<file path="config.mk">
export PLATFORM = sky130hd
export DESIGN_NAME = id_ex_stage
export DESIGN_NICKNAME = d
export VERILOG_FILES = /design/src/rtl/id_ex_stage.sv
export SDC_FILE = /design/constraint.sdc
export NUM_CORES = 1
export LEC_CHECK = 0
export BUFFER_PORTS_ARGS = -buffer_cell sky130_fd_sc_hd__buf_2
export CAP_MARGIN = 20
export CORE_UTILIZATION = 30
export CTS_CLUSTER_DIAMETER = 200
export DETAILED_ROUTE_END_ITERATION = 10
export GPL_TIMING_DRIVEN = 1
export PLACE_DENSITY = 0.57
export SYNTH_ARGS = -nofsm -noshare
export SYNTH_HDL_FRONTEND = slang
export SYNTH_SLANG_ARGS = --single-unit
</file>
<file path="constraint.sdc">
create_clock -name clk -period 2.16 [get_ports clk]
set_input_delay 0.216 -clock clk [delete_from_list [all_inputs] [get_ports clk]]
set_output_delay 0.216 -clock clk [all_outputs]
set_load 0.02 [all_outputs]
</file>
<file path="src/rtl/id_ex_stage.sv">
// rtl/id_ex_stage.sv - ID/EX pipeline register with load-use hazard detection and bubble counter
module id_ex_stage #(
  parameter int DATA_W = 32,
  parameter int REG_W  = 5,
  parameter int CNT_W  = 16
) (
  input  logic              clk,
  input  logic              rst,
  input  logic              Reg_Dst,
  input  logic              Branch,
  input  logic              BranchN,
  input  logic              Jump,
  input  logic              Mem_Read,
  input  logic              Mem_Write,
  input  logic              Mem_To_Reg,
  input  logic              ALU_Src,
  input  logic              Reg_Write,
  input  logic [2:0]        ALU_Op,
  input  logic [DATA_W-1:0] id_pc4,
  input  logic [DATA_W-1:0] id_rd1,
  input  logic [DATA_W-1:0] id_rd2,
  input  logic [DATA_W-1:0] id_imm,
  input  logic [REG_W-1:0]  id_rs,
  input  logic [REG_W-1:0]  id_rt,
  input  logic [REG_W-1:0]  id_rd,
  input  logic [5:0]        id_func,
  input  logic              Flush,
  input  logic              Stall_In,
  output logic              NoOp,
  output logic              PC_Write,
  output logic              IFID_Write,
  output logic              ex_Reg_Dst,
  output logic              ex_Branch,
  output logic              ex_BranchN,
  output logic              ex_Jump,
  output logic              ex_Mem_Read,
  output logic              ex_Mem_Write,
  output logic              ex_Mem_To_Reg,
  output logic              ex_ALU_Src,
  output logic              ex_Reg_Write,
  output logic [2:0]        ex_ALU_Op,
  output logic [DATA_W-1:0] ex_pc4,
  output logic [DATA_W-1:0] ex_rd1,
  output logic [DATA_W-1:0] ex_rd2,
  output logic [DATA_W-1:0] ex_imm,
  output logic [REG_W-1:0]  ex_rs,
  output logic [REG_W-1:0]  ex_rt,
  output logic [REG_W-1:0]  ex_rd,
  output logic [5:0]        ex_func,
  output logic              ex_valid,
  output logic [CNT_W-1:0]  bubble_cnt
);

  // Load in EX whose destination is read by ID; a flush kills ID so no bubble is needed.
  logic rt_nonzero;
  logic rt_match;

  // Hazard detection and front-end enables, purely combinational.
  always_comb begin
    rt_nonzero = (ex_rt != '0);
    rt_match   = (ex_rt == id_rs) || (ex_rt == id_rt);
    NoOp       = ex_valid & ex_Mem_Read & rt_nonzero & rt_match & ~Flush;
    PC_Write   = ~NoOp & ~Stall_In;
    IFID_Write = ~NoOp & ~Stall_In;
  end

  // Control word and valid: cleared on flush or bubble, held on stall, loaded otherwise.
  always_ff @(posedge clk) begin
    if (!rst || Flush || (!Stall_In && NoOp)) begin
      ex_Reg_Dst    <= 1'b0;
      ex_Branch     <= 1'b0;
      ex_BranchN    <= 1'b0;
      ex_Jump       <= 1'b0;
      ex_Mem_Read   <= 1'b0;
      ex_Mem_Write  <= 1'b0;
      ex_Mem_To_Reg <= 1'b0;
      ex_ALU_Src    <= 1'b0;
      ex_Reg_Write  <= 1'b0;
      ex_ALU_Op     <= 3'd0;
      ex_valid      <= 1'b0;
    end else if (!Stall_In) begin
      ex_Reg_Dst    <= Reg_Dst;
      ex_Branch     <= Branch;
      ex_BranchN    <= BranchN;
      ex_Jump       <= Jump;
      ex_Mem_Read   <= Mem_Read;
      ex_Mem_Write  <= Mem_Write;
      ex_Mem_To_Reg <= Mem_To_Reg;
      ex_ALU_Src    <= ALU_Src;
      ex_Reg_Write  <= Reg_Write;
      ex_ALU_Op     <= ALU_Op;
      ex_valid      <= 1'b1;
    end
  end

  // Data fields: loaded on every non-stalled edge (flush overrides stall), contents of bubbles are don't-care.
  always_ff @(posedge clk) begin
    if (!rst) begin
      ex_pc4  <= '0;
      ex_rd1  <= '0;
      ex_rd2  <= '0;
      ex_imm  <= '0;
      ex_rs   <= '0;
      ex_rt   <= '0;
      ex_rd   <= '0;
      ex_func <= '0;
    end else if (Flush || !Stall_In) begin
      ex_pc4  <= id_pc4;
      ex_rd1  <= id_rd1;
      ex_rd2  <= id_rd2;
      ex_imm  <= id_imm;
      ex_rs   <= id_rs;
      ex_rt   <= id_rt;
      ex_rd   <= id_rd;
      ex_func <= id_func;
    end
  end

  // Saturating count of load-use bubbles actually inserted.
  always_ff @(posedge clk) begin
    if (!rst) begin
      bubble_cnt <= '0;
    end else if (NoOp && !Stall_In && (bubble_cnt != '1)) begin
      bubble_cnt <= bubble_cnt + 1'b1;
    end
  end

endmodule

</file>
# Word level (Yosys, flattened, before mapping)
# Index checks and enable logic that the tools add are counted.
[classes] eq_ne=3 order_cmp=0 mul=0 n_addsub=1 n_div=0 n_reduce_logical=9 shift=0 bitwise=8 n_mux=0
[ops] cell="$add A16 B1 Y16 const B" count=1
[ops] cell="$ne A16 B16 Y1 const B" count=1
[ops] cell="$eq A5 B5 Y1" count=2
[ops] cell="$and A1 B1 Y1" count=5
[ops] cell="$reduce_bool A5 Y1" count=1
[ops] cell="$logic_or A1 B1 Y1" count=4
[ops] cell="$not A1 Y1" count=3
[ops] cell="$logic_and A1 B1 Y1" count=2
[ops] cell="$logic_not A1 Y1" count=2
[word_totals] wordCells=41 out_inout_bits=181 romBits=0 memories=0 latch_bits=0 regBits=178 ramBits=0

# Longest topological paths before layout
# Gate-level depths: netlist of run 1.
[logic_depth] ltp_word=6 depth_mapped=7 mapped_depth_nobuf=6

# Worst setup path after synthesis of run 1
# Ideal clock, no wire load.
[synth_timing] path_kind="register to output" startpoint="reg ex_rt[3]" endpoint="out PC_Write" n_path_buf=2 path_stages_with_launch=8 arrival_ns=1.998 setup_slack_ns=-0.054 required_ns=1.944 path_cell_list="dfxtp_1 xnor2_1 nand3_1 o22a_1 buf_6 nor3_2 nor2_1 buf_4"
[synth_between] elab_chain_cells=6 elab_cells_between_ends=9 cone_classes="eq/ne: 2; bitwise: 5; reduce/logical: 2"
[synth_rtl] element="from (decl)" line_no="47" source="output logic [REG_W-1:0] ex_rt,"
[synth_rtl] element="from (signal assigned)" line_no="113" source="ex_rt <= id_rt;"
[synth_rtl] element="$reduce_bool A5 Y1 / $eq A5 B5 Y1 (equally long branches)" line_no="60, 61"
[synth_rtl] element="$and A1 B1 Y1 / $logic_or A1 B1 Y1 (equally long branches)" line_no="62, 61"
[synth_rtl] element="$and A1 B1 Y1 * (2 in a row)" line_no="62" source="NoOp = ex_valid & ex_Mem_Read & rt_nonzero & rt_match & ~Flush;"
[synth_rtl] element="net NoOp" line_no="29" source="output logic NoOp,"
[synth_rtl] element="$not A1 Y1 *"
[synth_rtl] element="$and A1 B1 Y1 *"
[synth_rtl] element="to (decl)" line_no="30" source="output logic PC_Write,"
# The timed path passes the listed nets; every way through them passes the cells marked *.

# Worst setup path after layout of run 1
[layout_timing] startpoint="reg ex_rt[1]" endpoint="out IFID_Write"
[layout_between] elab_chain_cells=6 elab_cells_between_ends=9 cone_classes="eq/ne: 2; bitwise: 5; reduce/logical: 2"
[layout_rtl] element="$reduce_bool A5 Y1 / $eq A5 B5 Y1 (equally long branches)" line_no="60, 61"
[layout_rtl] element="$and A1 B1 Y1 / $logic_or A1 B1 Y1 (equally long branches)" line_no="62, 61"
[layout_rtl] element="$and A1 B1 Y1 * (2 in a row)" line_no="62"
[layout_rtl] element="$not A1 Y1 *" line_no="64" source="IFID_Write = ~NoOp & ~Stall_In;"
[layout_rtl] element="$and A1 B1 Y1 *" line_no="64"
[layout_rtl] element="to (decl)" line_no="31" source="output logic IFID_Write,"
# Mark *: on every way between the ends. The rest lies on a longest branch, timed or not.

==> summary.txt, run 1 <==
Drt
  • Post-Route WL: 20.43 mm
  • Met3 wire len: 1.469 mm
  • Met2 WL: 9.808 mm
  • Top layer in use: met4
  • Vias per Instance: 4.585
  • Remaining DRCs: 0
  • DR iter-0 viols: 331
  • Vias post-DR: 6,639
  • Post-route ant nets: 0
  • Routed WL per cell: 14.11 um
  • Met1 WL: 8.932 mm
  • Pre-antenna DRT Iters: 4

Synth
  • Synth area leader: dfxtp_1
  • Register area share after synthesis: 53.32%
  • Post-Synth XOR/XNOR Area: 1.311%
  • Mux contribution to synthesized area: 1.198%
  • Synth cell types: 44
  • EDFF count, synth: 0
  • Ys async rst share: 0%
  • Share of the synthesized area in the top cell type: 53.32%
  • Mean Syn Cell Area: 8.170 sq um
  • Synth Area in Compound Gates: 15.28%
  • Synth Flop Type: dfxtp_1
  • Largest family of logic cells by synthesized area: simple AND/OR/NAND/NOR gates
  • Adder-cell area share of the yosys netlist: 0.1872%
  • Number of synthesized register bits: 178
  • Synth area leaders: dfxtp_1 (53%), nand2_1 (18%), a21oi_1 (12%)
  • Synthesized area: 6683 sq um
  • Post-synthesis simple-gate area fraction: 24.62%
  • Synth warn: 0
  • Syn nets: 984
  • Most numerous cell in the Yosys netlist: nand2_1
  • Top cells by count, synth: nand2_1 (316), dfxtp_1 (178), a21oi_1 (156)
  • Gate Count Post-Synth: 818

STA
  • Setup ws final: 0.1179 ns
  • Fmax achieved: 489.7 MHz
  • Relative slew margins: 72.10%
  • Count of pins over their slew limit: 0
  • Setup Skew: 0.003379 ns
  • Worst Max-Slew Pin Slew: 0.4185 ns
  • Final hold vios: 0
  • Setup-failing EPs final: 0
  • Fin crit period: 2.042 ns
  • Setup TNS: 0 ns
  • RSZ-0062 raised after global routing: no
  • Tcrit/Tclk final: 94.54%

Floorplanning
  • Die X-Extent: 151.3 um
  • Initial core utilization: 30.62%
  • Core Rows: 54
  • Die Ht: 151.3 um
  • Number of top-level pins: 346
  • Die area: 22,880 sq um
  • Core Box Area: 21,820 sq um

Critical path
  • Worst Setup Start Kind: register
  • Reg2reg start: ex_rt[1]
  • Worst setup EP type: output port
  • CP startpoint: ex_rt[1]
  • Crit Path Max Fanout: 5
  • Worst Path Required: 1.94 ns
  • Setup CP Type: register to output port
  • CP Data Arrival Time: 1.83 ns

Global routing
  • Congestion Overflow GR: 0
  • Largest net degree at the start of global routing: 84
  • Tot GR Track Use: 16.99%
  • Vias in the first global route: 5,961
  • Antenna violations before repair: 0
  • First-pass GRT wire length: 30.77 mm

Place
  • Port Buffers: 345
  • Gp weighted congestion: 0.8112
  • Pre-CTS setup slack: 0.1801 ns
  • DP HPWL: 14.19 mm

Pwr
  • Leak: 4.586 nW
  • PD cells: 803.2 nW/um^2
  • Peak supply drop: 0.5405 mV

Clocking
  • TritonCTS clock tree: yes
  • Clock transition at path regs: 0.07 ns
  • CTS HTree Levels: 4
  • Max clock buf depth: 2
  • Clock sink total: 178
  • CTS buffer count: 17
  • CTS Root Cell: clkbuf_16
  • Clock Latency Late Sink: 0.41 ns

Finish
  • Antenna Cells: 0
  • Layout cell share with drive strength beyond 1: 36.56%
  • Final nets: 1,321
  • Filler cell count in the final layout: 2,270
  • Post-layout util: 43.65%
  • Synthesis-to-finish area growth: 42.54%

Run status
  • Outcome: completed

Min path
  • Hold Crit Class: input port to register
  • Hold wc startpoint: BranchN

Job
  • Maxcap violations: 0
## cell type report
class / instances / area, sq um / share of cell area [%]
clock buffers: 18 / 439.2 / 4.611
clock inverters: 14 / 145.1 / 1.524
inverters: 5 / 21.27 / 0.2233
multi-input cells: 577 / 2895 / 30.40
flip-flops and latches: 178 / 3575 / 37.53
well taps: 280 / 350.3 / 3.678
repair buffers: 376 / 2100 / 22.04
## flip-flops by register name, indices dropped and copies added, names as in the netlist, 3 cells and up
register / count
bubble_cnt: 16
ex_ALU_Op: 3
ex_func: 6
ex_imm: 32
ex_pc4: 32
ex_rd: 5
ex_rd1: 32
ex_rd2: 32
ex_rs: 5
ex_rt: 5
## through the flow
step	hold WS [ns]	std cells	area [sq um]	power (mW)
after floorplan	0.3416	818	6689	4.213
after global placement	0.4261	1400	8755	4.667
after detailed placement	0.4308	1400	8755	4.673
after CTS	0.002229	1440	9432	7.741
after global routing	0.004706	1448	9525	8.011
final	0.02207	1448	9525	7.651
## layout by cell type, fill, tap and decap left out, types with 2 or more instances in the layout
cell type / Yosys / routed
dfxtp_2: 0 / 3
nand2_1: 316 / 316
dfxtp_4: 0 / 2
nand2b_1: 8 / 7
a21oi_1: 156 / 156
inv_6: 0 / 4
nor2_1: 6 / 4
buf_4: 2 / 15
clkbuf_16: 0 / 17
or4_1: 2 / 2
dfxtp_1: 178 / 173
and4_1: 2 / 2
a22o_1: 12 / 12
dlygate4sd3_1: 0 / 9
nor3_1: 2 / 2
o41ai_1: 4 / 4
o31ai_1: 2 / 2
buf_2: 17 / 343
nand4_1: 7 / 7
nand3b_4: 2 / 2
o21ai_0: 2 / 2
clkinv_8: 0 / 3
inv_8: 0 / 2
or3_1: 3 / 3
clkinv_4: 0 / 3
mux2i_1: 8 / 8
inv_1: 5 / 4
xnor2_1: 10 / 9
nand3_1: 7 / 7
buf_12: 0 / 9
and2_1: 2 / 2
nor4_2: 6 / 5
## routing by layer
layer	vias up	global-route usage [%]
met4	0	4.300
met2	215	28.22
met3	14	5.422
met5	-	0
met1	3029	21.09
li1	3381	-
## worst paths after layout
kind | end | slack (ns) | depth (start not counted)
max | IFID_Write | 0.12 | 6
min | ex_BranchN | 0.02 | 2
max reg2reg | bubble_cnt[11] | 0.17 | 7
min reg2reg | ex_pc4[22] | 0.44 | 2
## power breakdown
part	total, mW	switching, mW	internal [mW]
Sequential	3.55	0.0927	3.46
Clock	3.03	1.46	1.57
Combinational	1.07	0.651	0.421
## logic make-up (layout without fill, tap and decap cells)
family                   after synthesis  after routing
flip-flops                           178            178
adder cells (fa/ha/maj)                1              1
buffers and inverters                 63            413
AND/OR/NAND/NOR                      374            374
XOR/XNOR                              10             10
AO/OA/AOI/OAI                        184            184
multiplexers                           8              8
## worst max-delay path, stage by stage, from the launching register on
cell	delay, ns
dfxtp_2	0.41
xnor2_1	0.14
nand2_1	0.10
o22a_4	0.29
nor3_4	0.24
nor2_2	0.07
buf_4	0.17
## timing repair
action,4_1_cts,5_1_grt
setup buffers,0,7
pin swaps,0,4
gates resized for setup,5,9
setup endpoints to repair,3,3
hold endpoints to repair,8,1
hold buffers,8,1
(Power assumes the default switching activity.)
==> run 2, diff against run 1 <==
- PLACE_DENSITY: 0.57 -> 0.59
- clock period: 2.16 -> 1.8 ns (I/O delays scaled with it)
==> run 2 against run 1 <==
- the run now ends with negative setup slack left
- combinational power grew 50%
- clock power grew 24%
- power grew 26%
- global-route usage grew 2.0 points
- utilization grew 7.9 points
- flip-flop and latch count is the same
- sequential power grew 20%
==> summary.txt, run 2 (same netlist as run 1, synthesis figures left out) <==
Run status
  • Outcome: finished with violations
  • Failing checks: negative setup slack

Min path
  • Hold Crit Class: input port to register

Finish
  • Synthesis-to-finish area growth: 68.45%
  • Multi-input gate area: 3108 sq um
  • Antenna Cells: 0
  • Final nets: 1,475
  • Cell area after layout: 11,260 sq um
  • Most common cell after layout, fill and taps aside: buf_2
  • Fin cells: 1,602
  • Post-layout util: 51.58%
  • Register area: 3585 sq um
  • Filler cell count in the final layout: 2,014
  • Most frequent cells in the layout: buf_2 (342), nand2_1 (314), dfxtp_1 (171), a21oi_1 (154), dlygate4sd3_1 (139)
  • Layout cell share with drive strength beyond 1: 36.01%

Global routing
  • Largest net degree at the start of global routing: 78
  • Antenna violations before repair: 0
  • First-pass GRT wire length: 34.23 mm
  • Tot GR Track Use: 19.02%
  • Congestion Overflow GR: 0
  • Vias in the first global route: 6,929

Critical path
  • Delay-heaviest family, CP: simple AND/OR/NAND/NOR gates
  • Crit Path Max Fanout: 4
  • Worst Setup Start Kind: register
  • CP Data Arrival Time: 1.79 ns
  • Worst setup EP type: output port
  • Worst Path Required: 1.62 ns
  • Critical path's slowest cell: dfxtp_4
  • Setup CP Type: register to output port
  • Crit path cell chain: xnor2_2 -> nand3_2 -> o22a_4 -> nor3_4 -> nor2_4 -> buf_6
  • WP buf/inv: 1
  • CP max stage delay: 0.37 ns

Floorplanning
  • Number of top-level pins: 346
  • Die Ht: 151.3 um
  • Core Box Area: 21,820 sq um
  • Die area: 22,880 sq um
  • Core Rows: 54
  • Die X-Extent: 151.3 um
  • Initial core utilization: 30.62%

Clocking
  • Clock transition at path regs: 0.07 ns
  • Clock Latency Late Sink: 0.43 ns
  • CTS buffer count: 17
  • CTS Root Cell: clkbuf_16
  • CTS HTree Levels: 4
  • Max clock buf depth: 2
  • TritonCTS clock tree: yes
  • Clock sink total: 178

STA
  • Fin crit period: 1.972 ns
  • Relative slew margins: 68.54%
  • RSZ-0062 raised after global routing: yes
  • Setup-failing EPs final: 19
  • Final hold vios: 0
  • Worst Max-Slew Pin Slew: 0.4719 ns
  • Fmax achieved: 507.0 MHz
  • Setup ws final: -0.1723 ns
  • Count of pins over their slew limit: 0
  • Setup Skew: 0.01070 ns
  • Tcrit/Tclk final: 109.6%

Drt
  • Post-route ant nets: 0
  • DR iter-0 viols: 272
  • Routed WL per cell: 14.44 um
  • Vias per Instance: 4.640
  • Vias post-DR: 7,433
  • Post-Route WL: 23.13 mm
  • Pre-antenna DRT Iters: 5
  • Remaining DRCs: 0

Job
  • Maxcap violations: 0

Place
  • Placed Instance Area: 8874 sq um
  • # placed instances: 1,414
  • Port Buffers: 345
  • Gp weighted congestion: 0.8455
  • DP HPWL: 14.60 mm

Pwr
  • Leak: 5.384 nW
  • PD cells: 854.5 nW/um^2
  • Peak supply drop: 0.5574 mV
[run 2: cell types whose count changed in the layout (fill, tap and decap cells not counted), moves of 3 or more]
| cell | delta |
|---|---|
| dlygate4sd3_1 | +130 |
| dfxtp_4 | +3 |
| xnor2_1 | -9 |
| buf_4 | +17 |
| buf_6 | +9 |
| xnor2_2 | +9 |
| nor4_4 | +4 |
| nor4_2 | -4 |
| nand3_2 | +3 |
| nand3_1 | -3 |
[run 2: worst paths after layout]
kind / slack, ns / depth (start not counted) / start / to
worst max register to register: -0.14 / 10 / ex_rt[0] / ex_Jump
worst min register to register: 0.45 / 2 / ex_imm[2] / ex_imm[2]
worst min-delay path: 0.02 / 3 / id_rd2[17] / ex_rd2[17]
worst max-delay path: -0.17 / 6 / ex_rt[0] / PC_Write
[run 2: what timing repair did]
action,4_1_cts,5_1_grt
buffers inserted,11,6
setup endpoints to repair,11,31
gates resized for setup,18,32
pin swaps,18,14
hold endpoints to repair,139,0
hold buffers,139,0
[run 2: power by group]
group / internal (mW) / switching (mW)
sequential: 4.15 / 0.114
clock: 1.98 / 1.77
combinational: 0.728 / 0.872
[run 2: layer usage]
metal	vias to the layer above	wire length (um)	track usage, %	part of all wire [%]
met3	31	1842	5.120	8.0
met2	294	11750	33.17	51
met1	3407	9111	22.20	39
li1	3701	-	-	-
met5	-	0	0	0
met4	0	425	6.750	1.8
[run 2: area by class of cell]
type / instances / area share, %
timing repair buffer: 530 / 32.02
sequential: 178 / 31.84
multi-input combinational: 577 / 27.61
clock buffer: 18 / 3.812
tap: 280 / 3.112
clock inverter: 14 / 1.412
inverter: 5 / 0.1890
[run 2: worst register-to-register path: stages (launching register included)]
cell	delay (ns)
dfxtp_4	0.37
xnor2_2	0.18
nand3_2	0.12
buf_4	0.15
buf_4	0.12
buf_4	0.13
buf_4	0.12
o22ai_2	0.16
a211oi_2	0.10
buf_4	0.19
a22o_1	0.19
[run 2: through the flow]
step | worst slack, ns | hold WS (ns) | setup TNS (ns) | total power [mW]
CTS | -0.1837 | 0.001155 | -2.092 | 9.709
detailed placement | -0.04573 | 0.3954 | -0.1089 | 5.621
finish | -0.1723 | 0.01611 | -2.261 | 9.619
global route | -0.2636 | 0.0007173 | -3.878 | 10.04
global placement | -0.04190 | 0.3895 | -0.1159 | 5.611
floorplan | 0.01093 | 0.3056 | 0 | 5.055
